File: config.mk
export PLATFORM = sky130hd
export DESIGN_NAME = wb_interconnect_reg
export DESIGN_NICKNAME = d
export VERILOG_FILES = /design/src/rtl/wb_interconnect_reg.sv
export SDC_FILE = /design/constraint.sdc
export NUM_CORES = 1
export LEC_CHECK = 0
export BUFFER_PORTS_ARGS = -buffer_cell sky130_fd_sc_hd__buf_2
export CAP_MARGIN = 20
export CORE_AREA = 2 2 123 125
export CTS_CLUSTER_DIAMETER = 50
export DETAILED_ROUTE_END_ITERATION = 12
export DIE_AREA = 0 0 125 127
export MAX_ROUTING_LAYER = met4
export PLACE_DENSITY = 0.7
export REMOVE_ABC_BUFFERS = 1
export SYNTH_ARGS = -nofsm -noshare
export SYNTH_HDL_FRONTEND = slang
export SYNTH_SLANG_ARGS = --single-unit
File: constraint.sdc
create_clock -name clk -period 4.5 [get_ports clk]
set_input_delay 0.225 -clock clk [delete_from_list [all_inputs] [get_ports clk]]
set_output_delay 0.225 -clock clk [all_outputs]
set_load 0.005 [all_outputs]
File: src/rtl/wb_interconnect_reg.sv
// Registered 1:N Wishbone classic interconnect: one-cycle registered request stage,
// per-transaction timeout watchdog and abort handling between a master and N slaves.
module wb_interconnect_reg #(
    parameter int N = 2,
    parameter int AW = 32,
    parameter int DW = 32,
    parameter logic [N*2*AW-1:0] ADDR_RANGES = '0,
    parameter int TIMEOUT = 255
) (
    input  logic                clk,
    input  logic                reset,
    input  logic                m_cyc,
    input  logic                m_stb,
    input  logic                m_we,
    input  logic [AW-1:0]       m_addr,
    input  logic [DW-1:0]       m_wdata,
    input  logic [DW/8-1:0]     m_sel,
    output logic [DW-1:0]       m_rdata,
    output logic                m_ack,
    output logic                m_err,
    output logic [N-1:0]        s_cyc,
    output logic [N-1:0]        s_stb,
    output logic [N-1:0]        s_we,
    output logic [N*AW-1:0]     s_addr,
    output logic [N*DW-1:0]     s_wdata,
    output logic [N*DW/8-1:0]   s_sel,
    input  logic [N*DW-1:0]     s_rdata,
    input  logic [N-1:0]        s_ack,
    input  logic [N-1:0]        s_err
);

    localparam int SW = DW / 8;
    localparam int IW = (N > 1) ? $clog2(N) : 1;
    localparam int TW_RAW = $clog2(TIMEOUT + 1);
    localparam int TW = (TW_RAW < 8) ? 8 : ((TW_RAW > 32) ? 32 : TW_RAW);
    localparam logic [TW-1:0] TIMEOUT_LAST = TW'(TIMEOUT - 1);

    typedef enum logic [1:0] {
        IDLE   = 2'd0,
        ACTIVE = 2'd1,
        RESP   = 2'd2
    } state_t;

    state_t           state_r;
    state_t           next_state_s;
    logic [IW-1:0]    idx_r;
    logic             we_r;
    logic [TW-1:0]    timer_r;
    logic [N-1:0]     match_s;
    logic             hit_s;
    logic [IW-1:0]    hit_idx_s;
    logic             capture_s;
    logic             resp_ack_s;
    logic             resp_err_s;
    logic             sel_ack_s;
    logic             sel_err_s;
    logic             timeout_s;
    logic [DW-1:0]    rdata_sel_s;

    logic [DW-1:0]    m_rdata_r;
    logic             m_ack_r;
    logic             m_err_r;
    logic [N-1:0]     s_cyc_r;
    logic [N-1:0]     s_stb_r;
    logic [N-1:0]     s_we_r;
    logic [N*AW-1:0]  s_addr_r;
    logic [N*DW-1:0]  s_wdata_r;
    logic [N*SW-1:0]  s_sel_r;

    assign m_rdata = m_rdata_r;
    assign m_ack   = m_ack_r;
    assign m_err   = m_err_r;
    assign s_cyc   = s_cyc_r;
    assign s_stb   = s_stb_r;
    assign s_we    = s_we_r;
    assign s_addr  = s_addr_r;
    assign s_wdata = s_wdata_r;
    assign s_sel   = s_sel_r;

    assign sel_ack_s = s_ack[idx_r];
    assign sel_err_s = s_err[idx_r];
    assign timeout_s = (TIMEOUT != 0) && (timer_r == TIMEOUT_LAST);

    // Address decode; scanning downwards lets the lowest matching slave win on overlap.
    always_comb begin
        hit_idx_s = '0;
        for (int i = 0; i < N; i++) begin
            match_s[i] = (m_addr >= ADDR_RANGES[(2*i+1)*AW +: AW]) &&
                         (m_addr <= ADDR_RANGES[2*i*AW +: AW]);
        end
        for (int i = N - 1; i >= 0; i--) begin
            hit_idx_s = match_s[i] ? IW'(i) : hit_idx_s;
        end
        hit_s = |match_s;
    end

    // Read-data mux for the currently selected slave.
    always_comb begin
        rdata_sel_s = '0;
        for (int i = 0; i < N; i++) begin
            rdata_sel_s = (idx_r == IW'(i)) ? s_rdata[i*DW +: DW] : rdata_sel_s;
        end
    end

    // Next-state logic; ACTIVE exits are prioritised abort > err > ack > timeout.
    always_comb begin
        next_state_s = state_r;
        capture_s    = 1'b0;
        resp_ack_s   = 1'b0;
        resp_err_s   = 1'b0;
        case (state_r)
            IDLE: begin
                if (m_cyc && m_stb) begin
                    if (hit_s) begin
                        next_state_s = ACTIVE;
                        capture_s    = 1'b1;
                    end else begin
                        next_state_s = RESP;
                        resp_err_s   = 1'b1;
                    end
                end else begin
                    next_state_s = IDLE;
                end
            end
            ACTIVE: begin
                if (!m_cyc) begin
                    next_state_s = IDLE;
                end else if (sel_err_s) begin
                    next_state_s = RESP;
                    resp_err_s   = 1'b1;
                end else if (sel_ack_s) begin
                    next_state_s = RESP;
                    resp_ack_s   = 1'b1;
                end else if (timeout_s) begin
                    next_state_s = RESP;
                    resp_err_s   = 1'b1;
                end else begin
                    next_state_s = ACTIVE;
                end
            end
            RESP:    next_state_s = IDLE;
            default: next_state_s = IDLE;
        endcase
    end

    // State register.
    always_ff @(posedge clk or posedge reset) begin
        if (reset) begin
            state_r <= IDLE;
        end else begin
            state_r <= next_state_s;
        end
    end

    // Selected slave index, direction and watchdog timer.
    always_ff @(posedge clk or posedge reset) begin
        if (reset) begin
            idx_r   <= '0;
            we_r    <= 1'b0;
            timer_r <= '0;
        end else if (capture_s) begin
            idx_r   <= hit_idx_s;
            we_r    <= m_we;
            timer_r <= '0;
        end else if (state_r == ACTIVE) begin
            timer_r <= timer_r + TW'(1);
        end
    end

    // Master response registers; read data only survives a read ack.
    always_ff @(posedge clk or posedge reset) begin
        if (reset) begin
            m_ack_r   <= 1'b0;
            m_err_r   <= 1'b0;
            m_rdata_r <= '0;
        end else begin
            m_ack_r   <= resp_ack_s;
            m_err_r   <= resp_err_s;
            m_rdata_r <= (resp_ack_s && !we_r) ? rdata_sel_s : '0;
        end
    end

    // Slave-side request registers: loaded on accept, held while ACTIVE, cleared otherwise.
    always_ff @(posedge clk or posedge reset) begin
        if (reset) begin
            s_cyc_r   <= '0;
            s_stb_r   <= '0;
            s_we_r    <= '0;
            s_addr_r  <= '0;
            s_wdata_r <= '0;
            s_sel_r   <= '0;
        end else if (capture_s) begin
            for (int i = 0; i < N; i++) begin
                s_cyc_r[i]              <= (hit_idx_s == IW'(i));
                s_stb_r[i]              <= (hit_idx_s == IW'(i));
                s_we_r[i]               <= (hit_idx_s == IW'(i)) && m_we;
                s_addr_r[i*AW +: AW]    <= (hit_idx_s == IW'(i)) ? m_addr : '0;
                s_wdata_r[i*DW +: DW]   <= (hit_idx_s == IW'(i)) ? m_wdata : '0;
                s_sel_r[i*SW +: SW]     <= (hit_idx_s == IW'(i)) ? m_sel : '0;
            end
        end else if (next_state_s != ACTIVE) begin
            s_cyc_r   <= '0;
            s_stb_r   <= '0;
            s_we_r    <= '0;
            s_addr_r  <= '0;
            s_wdata_r <= '0;
            s_sel_r   <= '0;
        end
    end

endmodule
==> Word-level counts from Yosys, hierarchy flattened <==
Index checks and enable logic that the tools add are counted.
{ "word_totals": {"out_inout_bits": 176, "wordCells": 56, "reg_bits": 185, "inputBits": 141} }
{ "classes": {"n_reduce_logical": 7, "add_sub_neg": 1, "eq_ne": 3, "n_mux": 32, "order_cmp": 2} }
{ "ops": {"columns": ["operator", "n"], "rows": [
  ["64-bit two-way mux", 3],
  ["32-bit by 1-bit >= comparator with 1-bit output (second input constant)", 1],
  ["32-bit by 1-bit <= comparator with 1-bit output (second input constant)", 1],
  ["32-bit two-way mux", 1],
  ["8-bit two-way mux", 4],
  ["2-bit two-way mux", 9],
  ["1-bit two-way mux", 13],
  ["8-bit by 1-bit adder with 8-bit output (second input constant)", 1],
  ["8-bit == test (second input constant)", 1],
  ["2-bit case mux with 2 select lines", 1],
  ["2-bit nonzero test", 2],
  ["1-bit logical AND", 3],
  ["2-bit by 1-bit == test with 1-bit output (second input constant)", 1],
  ["2-bit logical NOT", 1],
  ["2-bit by 1-bit inequality test with 1-bit output (second input constant)", 1],
  ["1-bit case mux with 2 select lines", 1],
  ["1-bit logical NOT", 1]
]} }

==> Longest topological paths before layout <==
{ "logic_depth": {"depth_word": 9, "ltp_mapped": 7, "ltp_nobuf": 6} }

==> Least setup slack after synthesis <==
OpenSTA, ideal clock, no wires.
{ "synth_path": {"kind": "reg2reg", "start": "register state_r[0]", "end": "register we_r", "synth_period_minus_slack_ps": 1594, "arrival_ps": 1469, "setup_slack_ps": 2906, "path_stages_with_launch": 6, "required_time_ps": 4375, "setup_time_ps": 125, "n_path_buf": 1, "cell_sequence": "dfrtp_1 nor4bb_1 inv_1 nor3_1 buf_4 mux2_2"} }
{ "synth_between": {"elab_chain_len": 2} }
{ "synth_lines": {"columns": ["item", "line_no", "rtl"], "rows": [
  ["from (decl)", "44", "state_t state_r;"],
  ["from (signal assigned)", "151", "state_r <= next_state_s;"],
  ["2-bit logical NOT", "111", "case (state_r)"],
  ["1-bit two-way mux", "111", null],
  ["to (signal assigned)", "163", "we_r <= m_we;"],
  ["to (decl)", "47", "logic we_r;"]
]} }
No other way between the ends.
A chain may end at the register's enable or synchronous reset.

==> Worst setup path after layout <==
Same ends and word-level chain as after synthesis.

==> qor.yml <==
pwr:
  peakVddDrop_v: 0.000272
  power_density_nw_per_um2: 397
  p_leak_nw: 3.61
cells_and_area:
  diodes: 0
  layout-drive-gt1-share_pct: 41.8
  final_area_um2: 6340
  seq_area_um2: 2880
  final_cells: 791
  area_delta_synth_final_pct: 37.7
  multiInputGateArea_um2: 1380
  final_nets: 737
  fillers: 1372
timing:
  slew_viol_final: 0
  rsz0062_at_grt: "false"
  final_hold_viol_count: 0
  worst_slew_pin_slew_ns: 0.932
  min_period_ns: 1.99
  fin_tns_setup_ns: 0
  setup_viol: 0
  max_freq_ghz: 0.503
  setup_slack_ns: 2.51
  finalCritPeriodShare_pct: 44.2
  relSlewSlack_pct: 37.9
  finalClockSkew_ns: 0.0116
clock_network:
  cts_buffer_depth: 2
  hold_buffers: 12
  cts_tree: "built"
  post_cts_resize_count: 0
  root_buffer: "clkbuf_16"
  cts_setup_buffers: 0
  cts.clk_slew.worst_paths_ns: 0.06
  cts.htree.levels: 4
  clk_latency_ns: 0.41
  clock_sinks: 115
  cts_buffers: 17
yosys:
  synth_seq_cells: 115
  synth.avg_cell_area_um2: 12.7
  syn_area_um2: 4610
  synthCells: 364
  yosysWarnings: 0
  yosysUniqueCellTypes: 32
  seq_area_frac_synth_pct: 62.4
worst_hold_path:
  hp-class: "in -> async"
drt:
  totalWireLength_um: 10200
  drc: 0
  dr_total_vias: 3226
  drt_pass1_iterations: 4
  wire_per_inst_um: 12.9
  drt-vias-per-instance: 4.08
  antenna_left: 0
  drt_iter0_drc: 130
worst_setup_path:
  worstSetupEndpointType: "register"
  crit_arrival_ns: 2.28
  cp.required_ns: 4.79
  start_kind: "register"
  ff2ff_path_depth: 5
  crit_type: "reg -> reg"
  worstPathMaxFanout: 47
global_routing:
  grt_max_degree: 78
  grt_pass1_wl_um: 16300
  antenna_found_initial: 0
  grt_overflow: 0
  track_usage_pct: 13.5
  grt_pass1_vias: 3177
die:
  core_um2: 14400
  dieArea_um2: 15900
  initial_core_util_pct: 31.9
  rows: 44
  ios: 317
  fp.dieW_um: 125
  die_h_um: 127
outcome:
  status: "complete, no violations"
placed_design:
  dp_slack_ns: 2.47
  place_inst: 745
  dp_hpwl_um: 6950
  post_dp_cell_area_um2: 5580
  gp_congestion: 0.783
  port_buffers: 211
job:
  drv_cap: 0
## report_power, final
| part | total (mW) | switching [mW] | internal [mW] |
|---|---|---|---|
| combinational | 0.0949 | 0.0523 | 0.0426 |
| clock | 1.39 | 0.473 | 0.917 |
| sequential | 1.04 | 0.000383 | 1.04 |
| total | 2.52 | 0.525 | 2.00 |
## logic make-up (layout without fill, tap and decap cells)
logic type / count (synthesis) / after routing / share of synthesized area (%)
flip-flops: 115 / 115 / 62.4
XOR/XNOR: 5 / 5 / 0.950
buffers and inverters: 91 / 264 / 13.7
adder cells (fa/ha/maj): 2 / 2 / 0.543
AND/OR/NAND/NOR: 103 / 103 / 13.9
other: 1 / 71 / 0.0814
AO/OA/AOI/OAI: 46 / 46 / 8.17
multiplexers: 1 / 1 / 0.244
## synth_stat cells
cell	n	share of area, %
a21o_1	1	0.16
a21oi_1	1	0.11
a22o_1	37	7.0
and2_1	64	8.7
and2b_2	1	0.19
and3_1	2	0.27
buf_2	5	0.54
buf_4	75	12
clkbuf_1	7	0.57
conb_1	1	0.081
dfrtp_1	115	62
ha_1	2	0.54
inv_1	4	0.33
mux2_2	1	0.24
nand2_1	5	0.41
nand2_2	1	0.14
nand2b_1	1	0.14
nand3_1	1	0.11
nand4_1	6	0.81
nor2_1	6	0.49
nor3_1	3	0.33
nor3b_1	1	0.16
nor4_1	8	1.1
nor4_2	1	0.27
nor4_4	1	0.46
nor4bb_1	1	0.22
o21ai_0	5	0.54
o22ai_1	1	0.14
o311ai_0	1	0.19
or2_2	1	0.14
xnor2_1	1	0.19
xor2_1	4	0.76
## sequential cells by signal (all words and copies together), names as in the netlist
name / flops
m_ack: 1
m_err: 1
m_rdata: 32
s_addr: 32
s_sel: 4
s_stb: 1
s_wdata: 32
s_we: 1
state_r: 2
timer_r: 8
we_r: 1
## routing by layer
layer | wire length (um) | up-vias | track usage (%)
met1 | 4350 | 1518 | 16.3
met5 | 0 | - | -
li1 | - | 1540 | -
met2 | 5000 | 157 | 20.7
met3 | 743 | 11 | 4.77
met4 | 129 | 0 | 5.69
## worst paths after layout
check / start / end / slack [ns]
max: state_r[0] / we_r / 2.51
min reg2reg: s_addr[22] / s_addr[22] / 0.48
max reg2reg: state_r[0] / we_r / 2.51
min in group clk: s_rdata[16] / m_rdata[16] / 0.02
max in group asynchronous: reset / s_addr[4] / 3.37
min: reset / s_addr[8] / 0.01
## per-stage QoR
| step | total power, mW | utilization, % | hold slack, ns |
|---|---|---|---|
| final | 2.52 | 44.0 | 0.00953 |
| after global routing | 2.62 | 44.0 | 0.00862 |
| after CTS | 2.56 | 43.8 | 0.000768 |
| after detailed placement | 1.14 | 38.7 | 0.434 |
| after global placement | 1.14 | 38.7 | 0.432 |
| after floorplan | 1.09 | - | 0.298 |
## cell type report
cell class	instances	area share (%)
sequential	115	45.4
multi-input combinational	228	21.7
timing repair buffer	228	19.2
clock buffer	21	7.42
tap	184	3.63
clock inverter	11	2.37
inverter	4	0.276
## critical path: stages (launching register included)
cell and delay, ns:
dfrtp_1 0.39, nor4bb_1 0.34, inv_1 0.11, nor3_2 0.17
buf_4 0.47, mux2_2 0.39
## placed cells by master (no fill, tap or decap), types with 3 or more instances in the layout
cell	n
buf_2	211
dfrtp_1	115
conb_1	71
and2_1	64
a22o_1	37
clkbuf_16	17
dlygate4sd3_1	13
nor4_1	8
nand4_1	6
nor2_1	6
o21ai_0	5
nand2_1	5
xor2_1	4
inv_1	3
clkbuf_8	3
bufinv_16	3
buf_4	3
No activity file was read; power rests on OpenSTA's default activity.
